--- config.mk ---
export PLATFORM = sky130hd
export DESIGN_NAME = stopwatch_time_core
export DESIGN_NICKNAME = d
export VERILOG_FILES = /design/src/rtl/stopwatch_pkg.sv /design/src/rtl/stopwatch_time_core_bcd_digit_counter.sv /design/src/rtl/stopwatch_time_core.sv
export SDC_FILE = /design/constraint.sdc
export NUM_CORES = 1
export LEC_CHECK = 0
export ABC_AREA = 1
export BUFFER_PORTS_ARGS = -buffer_cell sky130_fd_sc_hd__clkbuf_2
export CORE_AREA = 2 2 70 72
export DETAILED_ROUTE_END_ITERATION = 10
export DIE_AREA = 0 0 72 74
export GPL_ROUTABILITY_DRIVEN = 0
export PLACE_DENSITY_LB_ADDON = 0.1
export SETUP_SLACK_MARGIN = 0.4
export SKIP_CTS_REPAIR_TIMING = 1
export SKIP_LAST_GASP = 1
export SLEW_MARGIN = 5
export SYNTH_ARGS = -nofsm -noshare
export SYNTH_HDL_FRONTEND = slang
export SYNTH_SLANG_ARGS = --single-unit
--- constraint.sdc ---
create_clock -name clk -period 2.05 [get_ports clk]
set_input_delay 0.3075 -clock clk [delete_from_list [all_inputs] [get_ports clk]]
set_output_delay 0.3075 -clock clk [all_outputs]
set_load 0.01 [all_outputs]
--- src/rtl/stopwatch_pkg.sv ---
// Shared types and constants for the stopwatch time core: state encoding,
// BCD digit limits and the single-digit step helper used by counter and display paths.
package stopwatch_pkg;

  typedef enum logic [1:0] {
    IDLE    = 2'd0,
    RUNNING = 2'd1,
    PAUSED  = 2'd2
  } state_t;

  localparam int DIGIT_W = 4;

  localparam logic [DIGIT_W-1:0] DIGIT_MAX_DEC = 4'd9;
  localparam logic [DIGIT_W-1:0] DIGIT_MAX_SEX = 4'd5;

  // Tick rate the instantiating top programs into the tick generator.
  localparam int TICK_HZ = 100;

  function automatic logic [DIGIT_W-1:0] bcd_next(
    input logic [DIGIT_W-1:0] d,
    input logic               inc,
    input logic               zero,
    input logic [DIGIT_W-1:0] dmax
  );
    logic [DIGIT_W-1:0] r;
    r = d;
    if (zero)
      r = '0;
    else if (inc)
      r = (d == dmax) ? '0 : d + 4'd1;
    return r;
  endfunction

endpackage

--- src/rtl/stopwatch_time_core_bcd_digit_counter.sv ---
// Single BCD digit counting 0..MODULUS-1; carry_out is combinational so a
// chain of digits settles within one edge.
module bcd_digit_counter
  import stopwatch_pkg::*;
#(
  parameter int unsigned MODULUS = 10
) (
  input  logic               clk,
  input  logic               rst,
  input  logic               clr,
  input  logic               inc,
  input  logic               load_zero,
  output logic [DIGIT_W-1:0] digit,
  output logic               carry_out
);

  localparam logic [DIGIT_W-1:0] DIGIT_MAX = DIGIT_W'(MODULUS - 1);

  assign carry_out = inc && (digit == DIGIT_MAX);

  always_ff @(posedge clk) begin
    if (rst)
      digit <= '0;
    else
      digit <= bcd_next(digit, inc, clr || load_zero, DIGIT_MAX);
  end

endmodule

--- src/rtl/stopwatch_time_core.sv ---
// MM:SS.hh stopwatch driven by a 100 Hz tick, with start/stop, clear,
// lap freeze and saturate-or-wrap behaviour at MAX_MINUTES:59.99.
//
// state   | meaning
// IDLE    | cleared, waiting for first start
// RUNNING | counting ticks
// PAUSED  | stopped by user or by saturation, count held
module stopwatch_time_core
  import stopwatch_pkg::*;
#(
  parameter int unsigned MAX_MINUTES      = 99,
  parameter bit          WRAP_ON_OVERFLOW = 1'b0
) (
  input  logic       clk,
  input  logic       rst,
  input  logic       tick,
  input  logic       start_stop,
  input  logic       clear,
  input  logic       lap,
  output logic [3:0] min_tens,
  output logic [3:0] min_ones,
  output logic [3:0] sec_tens,
  output logic [3:0] sec_ones,
  output logic [3:0] hun_tens,
  output logic [3:0] hun_ones,
  output logic       running,
  output logic       lap_frozen,
  output logic       overflow
);

  localparam logic [DIGIT_W-1:0] MAX_MIN_TENS = DIGIT_W'(MAX_MINUTES / 10);
  localparam logic [DIGIT_W-1:0] MAX_MIN_ONES = DIGIT_W'(MAX_MINUTES % 10);

  state_t state;

  logic [DIGIT_W-1:0] c_ho, c_ht, c_so, c_st, c_mo, c_mt;
  logic               cy_ho, cy_ht, cy_so, cy_st, cy_mo, cy_mt;
  logic               at_max, count_en, inc_chain, wrap_zero, zero_cnt;
  logic               sat_hit, ovf_hit, lap_release;

  assign at_max = (c_mt == MAX_MIN_TENS)  && (c_mo == MAX_MIN_ONES) &&
                  (c_st == DIGIT_MAX_SEX) && (c_so == DIGIT_MAX_DEC) &&
                  (c_ht == DIGIT_MAX_DEC) && (c_ho == DIGIT_MAX_DEC);

  assign count_en  = tick && (state == RUNNING) && !clear;
  assign inc_chain = count_en && !at_max;
  assign wrap_zero = count_en && at_max && WRAP_ON_OVERFLOW;
  assign zero_cnt  = clear || wrap_zero;
  assign sat_hit   = count_en && at_max && !WRAP_ON_OVERFLOW;
  // A carry out of the top digit would mean the limit compare was bypassed.
  assign ovf_hit   = (count_en && at_max) || cy_mt;

  assign lap_release = lap && lap_frozen && ((state == RUNNING) || (state == PAUSED));

  bcd_digit_counter #(.MODULUS(10)) u_hun_ones (
    .clk(clk), .rst(rst), .clr(clear), .inc(inc_chain), .load_zero(wrap_zero),
    .digit(c_ho), .carry_out(cy_ho));
  bcd_digit_counter #(.MODULUS(10)) u_hun_tens (
    .clk(clk), .rst(rst), .clr(clear), .inc(cy_ho), .load_zero(wrap_zero),
    .digit(c_ht), .carry_out(cy_ht));
  bcd_digit_counter #(.MODULUS(10)) u_sec_ones (
    .clk(clk), .rst(rst), .clr(clear), .inc(cy_ht), .load_zero(wrap_zero),
    .digit(c_so), .carry_out(cy_so));
  bcd_digit_counter #(.MODULUS(6)) u_sec_tens (
    .clk(clk), .rst(rst), .clr(clear), .inc(cy_so), .load_zero(wrap_zero),
    .digit(c_st), .carry_out(cy_st));
  bcd_digit_counter #(.MODULUS(10)) u_min_ones (
    .clk(clk), .rst(rst), .clr(clear), .inc(cy_st), .load_zero(wrap_zero),
    .digit(c_mo), .carry_out(cy_mo));
  bcd_digit_counter #(.MODULUS(10)) u_min_tens (
    .clk(clk), .rst(rst), .clr(clear), .inc(cy_mo), .load_zero(wrap_zero),
    .digit(c_mt), .carry_out(cy_mt));

  // Display mirrors the counter's next value so it shows the count with no added latency.
  always_ff @(posedge clk) begin
    if (rst || clear) begin
      min_tens <= '0;
      min_ones <= '0;
      sec_tens <= '0;
      sec_ones <= '0;
      hun_tens <= '0;
      hun_ones <= '0;
    end else if (!lap_frozen || lap_release) begin
      hun_ones <= bcd_next(c_ho, inc_chain, zero_cnt, DIGIT_MAX_DEC);
      hun_tens <= bcd_next(c_ht, cy_ho,     zero_cnt, DIGIT_MAX_DEC);
      sec_ones <= bcd_next(c_so, cy_ht,     zero_cnt, DIGIT_MAX_DEC);
      sec_tens <= bcd_next(c_st, cy_so,     zero_cnt, DIGIT_MAX_SEX);
      min_ones <= bcd_next(c_mo, cy_st,     zero_cnt, DIGIT_MAX_DEC);
      min_tens <= bcd_next(c_mt, cy_mo,     zero_cnt, DIGIT_MAX_DEC);
    end
  end

  always_ff @(posedge clk) begin
    if (rst || clear) begin
      state      <= IDLE;
      running    <= 1'b0;
      overflow   <= 1'b0;
      lap_frozen <= 1'b0;
    end else begin
      case (state)
        IDLE: begin
          if (start_stop) begin
            state   <= RUNNING;
            running <= 1'b1;
          end
        end
        RUNNING: begin
          if (start_stop || sat_hit) begin
            state   <= PAUSED;
            running <= 1'b0;
          end
          if (lap)
            lap_frozen <= !lap_frozen;
        end
        PAUSED: begin
          if (start_stop) begin
            state   <= RUNNING;
            running <= 1'b1;
          end
          if (lap)
            lap_frozen <= 1'b0;
        end
        default: begin
          state   <= IDLE;
          running <= 1'b0;
        end
      endcase
      if (ovf_hit)
        overflow <= 1'b1;
    end
  end

endmodule

==> flow_summary.toml, run 1 <==
[outcome]
run_status = "complete, no violations"

[detailed_routing]
vias = 2413
route.detailed.vias_per_inst = 5.350
drtPass1Iterations = 4
drc_errors = 0
route.detailed.wl_per_inst_um = 13.37
final_antenna_net_count = 0
drt_first_iter_violations = 112
detail_route.wirelength_um = 6028

[sta]
rsz0062_at_grt = "yes"
final-max-slew-violation-count = 0
timing.setup.tns_ns = 0
maxSlewHeadroom_pct = 71.61
setup_viol = 0
period_minus_slack_ns = 1.689
worst-slew-pin-transition_ns = 0.4259
hold_viol_final = 0
timing.final.crit_share_pct = 82.40
fmaxAchievable_mhz = 592.0
hold_ws_ns = 0.2545
timing.clock.skew_ns = 0.01230

[floorplan]
core_mm2 = 0.004598
die_width_um = 72
initial_util_pct = 54.53
ios = 33
floorplan.die_area_mm2 = 0.005328
die_height_um = 74
fp-row-count = 25

[clocking]
cts.clk_slew.worst_paths_ns = 0.10
cts_root_buf = "sky130_fd_sc_hd__clkbuf_8"
clock_tree.buffer_depth = 2
tritoncts = "built"
tritoncts.num_buffers = 5
clock_insertion_delay_worst_skew_ns = 0.31
cts-htree-levels = 2
clkSinkCount = 53

[power_and_ir_drop]
power_density_mw_per_mm2 = 546.6
p_seq_share_pct = 56.5
static_leakage_nw = 1.368
p_clk_share_pct = 38.4
cell_internal_pwr_mw = 1.418
post-layout-total-power_mw = 1.829
power.net_switching_mw = 0.4113
vdd_ir_drop_max_mv = 0.4181
netSwitchingFraction_pct = 22.49
comb_power_share_pct = 5.2

[final_layout]
final_common_cell = "sky130_fd_sc_hd__nand2_1"
final_nets = 408
layout.core_utilization_pct = 72.79
antenna-diode-count = 0
layout-area-overhead-vs-synth_pct = 33.48
ratio_of_cells_with_drive_above_1_in_the_final_layout_pct = 43.32
commonest_cells_after_routing_fill_and_taps_aside = "sky130_fd_sc_hd__nand2_1 (42), sky130_fd_sc_hd__dfxtp_1 (38), sky130_fd_sc_hd__nor2_1 (32), sky130_fd_sc_hd__clkbuf_2 (32), sky130_fd_sc_hd__inv_1 (28)"

[logic_synthesis]
post_synth_num_cell_types = 31
netlist_area_mm2 = 0.002507
synth_top_area_share_pct = 42.32
post_synthesis_net_count = 353
synth_area_leaders = "sky130_fd_sc_hd__dfxtp_1 (42%), sky130_fd_sc_hd__nand2_1 (9.3%), sky130_fd_sc_hd__a21oi_1 (6.6%)"
syn_area_per_cell_um2 = 7.332
synthesis.instances = 342
synthesis.yosys.warnings = 0
synth_area_leader_cell = "sky130_fd_sc_hd__dfxtp_1"
ys_ff_latch = 53
synth-seq-area-share_pct = 42.32

[grt]
grt-ovfl-total = 0
grt_pass1_vias = 1890
grt_antenna_before_repair = 0
grt_first_pass_wirelength_um = 8590
pin_count_of_the_biggest_net_entering_global_routing = 27
tot_gr_track_use_pct = 20.48

[critical_path]
timing.critical_path.buf_inv = 0
cp.arrival_ns = 1.94
critical_path.startpoint_type = "register"
critical_path.cell_chain = "nand2_2, nor2_4, nand2_2, nor2_4, nand4_4, nor2_4, nand3_2, nand2_2, nand2_2, a21oi_2"
required_time_of_the_critical_path_ns = 2.30
cell_type_of_the_slowest_stage_on_the_worst_timing_path = "sky130_fd_sc_hd__dfxtp_1"
regToRegStartpoint = "u_hun_tens.digit[3]$_SDFF_PP0_"
timing_worst_setup_path_type = "register to register"
critical_path_peak_fanout = 6
end_kind = "register"
cp_top_family = "simple AND/OR/NAND/NOR gates"
critical-path-top-cell-by-count = "sky130_fd_sc_hd__nand2_2"
slowest_delay_ns = 0.40
worstSetupStartpoint = "u_hun_tens.digit[3]$_SDFF_PP0_"

[placed_design]
dp.final_hpwl_um = 3654
io_buffers = 32

[hold_path]
hold_start = "lap"
min_path_type = "primary input to register"

[job]
timing.max_cap.violations = 0
==> cells by family (layout without fill, tap and decap cells) <==
logic type      after synthesis  in the layout  share of synthesized area [%]
fa+ha+maj                     5              5                          2.495
compound gates               71             71                          15.32
xor+xnor                      1              1                         0.3494
simple gates                159            159                          31.39
flops                        53             53                          42.32
buf+inv                      53            108                          8.134
==> cells in the mapped netlist, drive strengths merged <==
cell,instances
clkbuf,8
a31oi,1
o21a,1
inv,41
nor2,47
or2,6
xor2,1
nand2,67
nand3,28
nand4,7
o21ai,29
a21boi,1
nand3b,1
buf,4
ha,5
a211o,1
dfxtp,53
a21oi,35
o211ai,2
nor3,3
o31ai,1
==> state kept, by name, summed over array words and instances (netlist names) <==
register	count
min_ones	4
overflow	1
running	1
min_tens	4
sec_ones	4
u_sec_tens.digit	4
lap_frozen	1
sec_tens	4
state	2
u_sec_ones.digit	4
hun_ones	4
u_hun_ones.digit	4
hun_tens	4
u_hun_tens.digit	4
u_min_tens.digit	4
u_min_ones.digit	4
==> worst reg2reg max path, cell delays in order, from the launching register on <==
cell and delay, ns:
sky130_fd_sc_hd__dfxtp_1 0.40, sky130_fd_sc_hd__nand2_2 0.11, sky130_fd_sc_hd__nor2_4 0.13, sky130_fd_sc_hd__nand2_2 0.09
sky130_fd_sc_hd__nor2_4 0.17, sky130_fd_sc_hd__nand4_4 0.16, sky130_fd_sc_hd__nor2_4 0.20, sky130_fd_sc_hd__nand3_2 0.12
sky130_fd_sc_hd__nand2_2 0.07, sky130_fd_sc_hd__nand2_2 0.06, sky130_fd_sc_hd__a21oi_2 0.10
==> per-layer routing <==
layer	vias up	global-route usage, %	routed length [um]	share of wire [%]
met1	1105	28.60	2668	44
met2	77	33.13	2933	49
met4	0	4.403	100	1.7
li1	1221	-	-	-
met5	-	0	0	0
met3	10	4.201	326	5.4
==> metrics by stage <==
step	instance area, um2	cells	worst slack [ns]
6_report	3347	451	0.3609
2_1_floorplan	2507	342	0.4913
5_1_grt	3347	451	0.1538
4_1_cts	2867	430	0.2254
3_3_place_gp	2763	423	0.3030
3_5_place_dp	2763	423	0.2600
==> layout make-up <==
class | count | area, um2
timing repair buffer | 60 | 416.7
fill | 354 | 1251
clock buffer | 5 | 68.82
inverter | 41 | 166.4
tap | 54 | 67.56
clock inverter | 2 | 35.03
multi-input combinational | 236 | 1503
sequential | 53 | 1090
==> path summary, 6_finish.rpt <==
check	end	slack, ns	cells after the start
max	min_tens[3]$_SDFFE_PP0P_	0.36	10
min	lap_frozen$_SDFFE_PP0P_	0.25	2
max reg2reg	min_tens[3]$_SDFFE_PP0P_	0.36	10
min reg2reg	overflow$_SDFFE_PP0P_	0.48	1
==> power groups by stage <==
stage	combinational [mW]	sequential [mW]	clock [mW]
floorplan	0.0487	1.06	0
global placement	0.0808	1.06	0
detailed placement	0.0808	1.06	0
CTS	0.0813	1.04	0.710
global route	0.106	1.03	0.755
finish	0.0948	1.03	0.702
No activity file was read; power rests on OpenSTA's default activity.
==> run 2: changes to the inputs <==
- clock period: 2.05 -> 1.7 ns (I/O delays scaled with it)
==> run 2 against run 1 <==
Sequential share of layout area decreased by 1.2 points. Highest routed layer unchanged. Largest power group unchanged. Combinational power increased by 31%. Critical endpoint unchanged. Via count increased by 2.6%. Sequential cell count unchanged. Setup slack got worse by 0.35 ns. Clock skew decreased by 0.0082 ns.
==> flow_summary.toml, run 2 (synthesized netlist as in run 1, its figures left out) <==
[detailed_routing]
drt_first_iter_violations = 102
detail_route.wirelength_um = 6563
drtPass1Iterations = 4
route.detailed.vias_per_inst = 5.291
vias = 2476
route.detailed.wl_per_inst_um = 14.02
drc_errors = 0
final_antenna_net_count = 0

[clocking]
clock_tree.buffer_depth = 2
tritoncts.num_buffers = 5
cts_root_buf = "sky130_fd_sc_hd__clkbuf_8"
clkSinkCount = 53
cts-htree-levels = 2
cts.clk_slew.worst_paths_ns = 0.09
clock_insertion_delay_worst_skew_ns = 0.31
tritoncts = "built"

[grt]
grt_pass1_vias = 2190
grt-ovfl-total = 0
tot_gr_track_use_pct = 22.89
pin_count_of_the_biggest_net_entering_global_routing = 22
grt_first_pass_wirelength_um = 9653
grt_antenna_before_repair = 0

[final_layout]
ratio_of_cells_with_drive_above_1_in_the_final_layout_pct = 52.90
commonest_cells_after_routing_fill_and_taps_aside = "sky130_fd_sc_hd__buf_4 (38), sky130_fd_sc_hd__dfxtp_1 (36), sky130_fd_sc_hd__nand2_1 (34), sky130_fd_sc_hd__clkbuf_2 (32), sky130_fd_sc_hd__nand2_2 (30)"
finalInstanceArea_mm2 = 0.003493
layout.core_utilization_pct = 75.97
antenna-diode-count = 0
layout-area-overhead-vs-synth_pct = 39.32
final_common_cell = "sky130_fd_sc_hd__buf_4"
final_nets = 424

[critical_path]
critical_path_peak_fanout = 6
cell_type_of_the_slowest_stage_on_the_worst_timing_path = "sky130_fd_sc_hd__dfxtp_4"
slowest_delay_ns = 0.37
end_kind = "register"
required_time_of_the_critical_path_ns = 1.94
critical_path.startpoint_type = "register"
cp_top_family = "simple AND/OR/NAND/NOR gates"
cp.arrival_ns = 1.93
timing_worst_setup_path_type = "register to register"
critical_path.cell_chain = "inv_4, nand2_4, nor2_4, nand2_2, nor2_4, nand4_4, nor2_4, nand3_2, nand2_2, nand2_2, a21oi_2"
timing.critical_path.buf_inv = 1

[hold_path]
min_path_type = "primary input to register"

[sta]
final-max-slew-violation-count = 0
setup_slack_ns = 0.01030
setup_viol = 0
timing.clock.skew_ns = 0.004131
hold_viol_final = 0
worst-slew-pin-transition_ns = 0.4508
fmaxAchievable_mhz = 591.8
timing.setup.tns_ns = 0
period_minus_slack_ns = 1.690
timing.final.crit_share_pct = 99.39
maxSlewHeadroom_pct = 69.68
rsz0062_at_grt = "yes"

[floorplan]
die_height_um = 74
die_width_um = 72
ios = 33
core_mm2 = 0.004598
fp-row-count = 25
floorplan.die_area_mm2 = 0.005328
initial_util_pct = 54.53

[power_and_ir_drop]
static_leakage_nw = 1.397
post-layout-total-power_mw = 2.058
vdd_ir_drop_max_mv = 0.3907
power_density_mw_per_mm2 = 589.0

[placed_design]
placed_cell_area_mm2 = 0.002897
dp.final_hpwl_um = 4026
dp_worst_setup_slack_ns = 0.05993
io_buffers = 32

[job]
timing.max_cap.violations = 0

[outcome]
run_status = "complete, no violations"
-- run 2: through the flow --
step	instances	hold WS (ns)
floorplan	342	0.3630
global placement	434	0.4544
detailed placement	434	0.4600
CTS	442	0.1797
global route	468	0.1951
finish	468	0.2038
-- run 2: final timing paths --
| check | start | to | slack, ns | depth (start not counted) |
|---|---|---|---|---|
| hold / removal | lap | lap_frozen$_SDFFE_PP0P_ | 0.20 | 2 |
| setup / recovery | u_hun_tens.digit[2]$_SDFF_PP0_ | min_tens[3]$_SDFFE_PP0P_ | 0.01 | 11 |
| hold reg to reg | overflow$_SDFFE_PP0P_ | overflow$_SDFFE_PP0P_ | 0.48 | 1 |
| setup reg to reg | u_hun_tens.digit[2]$_SDFF_PP0_ | min_tens[3]$_SDFFE_PP0P_ | 0.01 | 11 |
-- run 2: final cells by class --
class,count,area [um2]
repair buffers,75,501.7
inverters,41,168.9
clock inverters,2,10.01
clock buffers,6,72.57
flip-flops and latches,53,1095
multi-input cells,237,1578
fillers,329,1105
well taps,54,67.56
-- run 2: report_power, final --
| part | total, mW | internal, mW | switching, mW | leakage [nW] |
|---|---|---|---|---|
| Sequential | 1.24 | 1.24 | 0.00583 | 0.437 |
| Combinational | 0.124 | 0.0440 | 0.0797 | 0.915 |
| Clock | 0.689 | 0.286 | 0.403 | 0.0450 |
-- run 2: layer usage --
metal	global-route usage, %	vias to the layer above	share of wire [%]
met5	0	-	0
met4	7.757	0	0.93
met3	4.607	6	4.1
met2	39.20	50	53
met1	29.10	1165	42
li1	-	1255	-
==> run 3: changes to the inputs <==
- CELL_PAD_IN_SITES_DETAIL_PLACEMENT: not set -> 1
- CELL_PAD_IN_SITES_GLOBAL_PLACEMENT: not set -> 1
- CORE_AREA: 2 2 70 72 -> 2 2 86 88
- DIE_AREA: 0 0 72 74 -> 0 0 88 90
==> run 3 against run 2 <==
Clock power is 3% higher. Critical path depth fell by 1. Combinational power grew 7%. First-iteration DRC count is 43% lower. Final cell count grew 11%. Global-route usage fell by 5.7 points. Register-to-register slack hardly changed. Sequential share of layout area fell by 0.90 points. Routed wire length up 9.4%. Sequential cell count stayed put. Largest cell class unchanged. Largest power group unchanged.
==> flow_summary.toml, run 3 (synthesized netlist as in run 1, its figures left out) <==
[critical_path]
cp.arrival_ns = 1.94
timing.critical_path.buf_inv = 0
cell_type_of_the_slowest_stage_on_the_worst_timing_path = "sky130_fd_sc_hd__dfxtp_4"
required_time_of_the_critical_path_ns = 1.95
critical_path_peak_fanout = 7
end_kind = "register"
cp_top_family = "simple AND/OR/NAND/NOR gates"
slowest_delay_ns = 0.39
regToRegSetupSlack_ns = 0.02
critical_path.cell_chain = "nand2_1, nor2_2, nand2_2, nor2_4, nand4_4, nor2_4, nand3_2, nand2_1, nand2_2, a21oi_2"
timing_worst_setup_path_type = "register to register"
critical_path.startpoint_type = "register"

[clocking]
tritoncts = "built"
cts.clk_slew.worst_paths_ns = 0.09
cts_root_buf = "sky130_fd_sc_hd__clkbuf_8"
tritoncts.num_buffers = 5
clock_insertion_delay_worst_skew_ns = 0.31
clock_tree.buffer_depth = 2
clkSinkCount = 53
cts-htree-levels = 2

[sta]
fmaxAchievable_mhz = 594.1
hold_viol_final = 0
timing.clock.skew_ns = 0.006540
hold_ws_ns = 0.1946
setup_viol = 0
timing.final.crit_share_pct = 99.01
maxSlewHeadroom_pct = 80.66
period_minus_slack_ns = 1.683
setup_slack_ns = 0.01683
worst-slew-pin-transition_ns = 0.2896
rsz0062_at_grt = "yes"
final-max-slew-violation-count = 0

[floorplan]
core_mm2 = 0.007020
die_width_um = 88
ios = 33
floorplan.die_area_mm2 = 0.007920
initial_util_pct = 35.72
fp-row-count = 31
die_height_um = 90

[grt]
grt_pass1_vias = 2361
pin_count_of_the_biggest_net_entering_global_routing = 27
grt_first_pass_wirelength_um = 10940
grt-ovfl-total = 0
tot_gr_track_use_pct = 17.22
grt_antenna_before_repair = 0

[outcome]
run_status = "complete, no violations"

[detailed_routing]
drt_first_iter_violations = 58
route.detailed.wl_per_inst_um = 13.79
vias = 2485
final_antenna_net_count = 0
drtPass1Iterations = 6
detail_route.wirelength_um = 7183
route.detailed.vias_per_inst = 4.770
drc_errors = 0

[placed_design]
placed_cells_incl_taps = 484
dp_worst_setup_slack_ns = 0.01138
io_buffers = 32
dp.final_hpwl_um = 4898

[final_layout]
commonest_cells_after_routing_fill_and_taps_aside = "sky130_fd_sc_hd__buf_4 (44), sky130_fd_sc_hd__nand2_1 (42), sky130_fd_sc_hd__dfxtp_1 (33), sky130_fd_sc_hd__clkbuf_2 (32), sky130_fd_sc_hd__nor2_1 (30)"
final_cell_count_no_fill = 521
ratio_of_cells_with_drive_above_1_in_the_final_layout_pct = 51.66
ff_latch_area_mm2 = 0.001096
multi_input_area_mm2 = 0.001539
fill_cells = 865
layout-area-overhead-vs-synth_pct = 43.61
final_nets = 432
final_common_cell = "sky130_fd_sc_hd__buf_4"
antenna-diode-count = 0

[hold_path]
min_path_type = "primary input to register"

[power_and_ir_drop]
power_density_mw_per_mm2 = 579.2
post-layout-total-power_mw = 2.086
static_leakage_nw = 1.475
vdd_ir_drop_max_mv = 0.3837

[job]
timing.max_cap.violations = 0
## run 3: cell types whose count changed in the layout (fill, tap and decap cells not counted), moves of 3 or more
cell                      change
sky130_fd_sc_hd__nand2_1      +8
sky130_fd_sc_hd__buf_12       +3
sky130_fd_sc_hd__a21oi_2      -4
sky130_fd_sc_hd__dfxtp_1      -3
sky130_fd_sc_hd__nand2_2     -10
sky130_fd_sc_hd__buf_4        +6
sky130_fd_sc_hd__dfxtp_2      +4
sky130_fd_sc_hd__inv_2        +3
sky130_fd_sc_hd__a21oi_1      +4
## run 3: final timing paths
path	depth (start not counted)	endpoint	from
min reg2reg	2	running$_SDFFE_PP0P_	running$_SDFFE_PP0P_
min	2	lap_frozen$_SDFFE_PP0P_	lap
max reg2reg	10	min_tens[3]$_SDFFE_PP0P_	u_hun_tens.digit[0]$_SDFF_PP0_
max	10	min_tens[3]$_SDFFE_PP0P_	u_hun_tens.digit[0]$_SDFF_PP0_
## run 3: power by group
group	total [mW]	internal, mW	switching [mW]
Clock	0.707	0.287	0.420
Sequential	1.25	1.24	0.00516
Combinational	0.133	0.0494	0.0835
## run 3: cell type report
cell class                      instances  area share (%)
Inverter                               41           4.552
Clock inverter                          2          0.2780
Tap cell                               99           3.440
Timing Repair Buffer                   83           16.54
Multi-Input combinational cell        237           42.74
Clock buffer                            6           2.015
Sequential cell                        53           30.44
## run 3: per-layer routing
metal	GRT usage (%)	wire [um]	up-vias
met5	0	0	-
met2	29.04	3660	28
met4	4.744	95	0
met1	22.42	3228	1180
li1	-	-	1269
met3	2.847	198	8
## run 3: worst reg2reg max path, cell delays in order (launching register included)
cell                      delay [ns]
sky130_fd_sc_hd__dfxtp_4        0.39
sky130_fd_sc_hd__nand2_1        0.08
sky130_fd_sc_hd__nor2_2         0.14
sky130_fd_sc_hd__nand2_2        0.10
sky130_fd_sc_hd__nor2_4         0.17
sky130_fd_sc_hd__nand4_4        0.17
sky130_fd_sc_hd__nor2_4         0.21
sky130_fd_sc_hd__nand3_2        0.12
sky130_fd_sc_hd__nand2_1        0.09
sky130_fd_sc_hd__nand2_2        0.06
sky130_fd_sc_hd__a21oi_2        0.11
## run 3: per-stage QoR
step	cell area, um2	util, %	setup TNS, ns
finish	3601	51.29	0
global route	3601	51.29	-1.578
CTS	3110	44.31	-0.01106
detailed placement	3028	43.13	0
global placement	3028	43.13	0
floorplan	2608	-	0
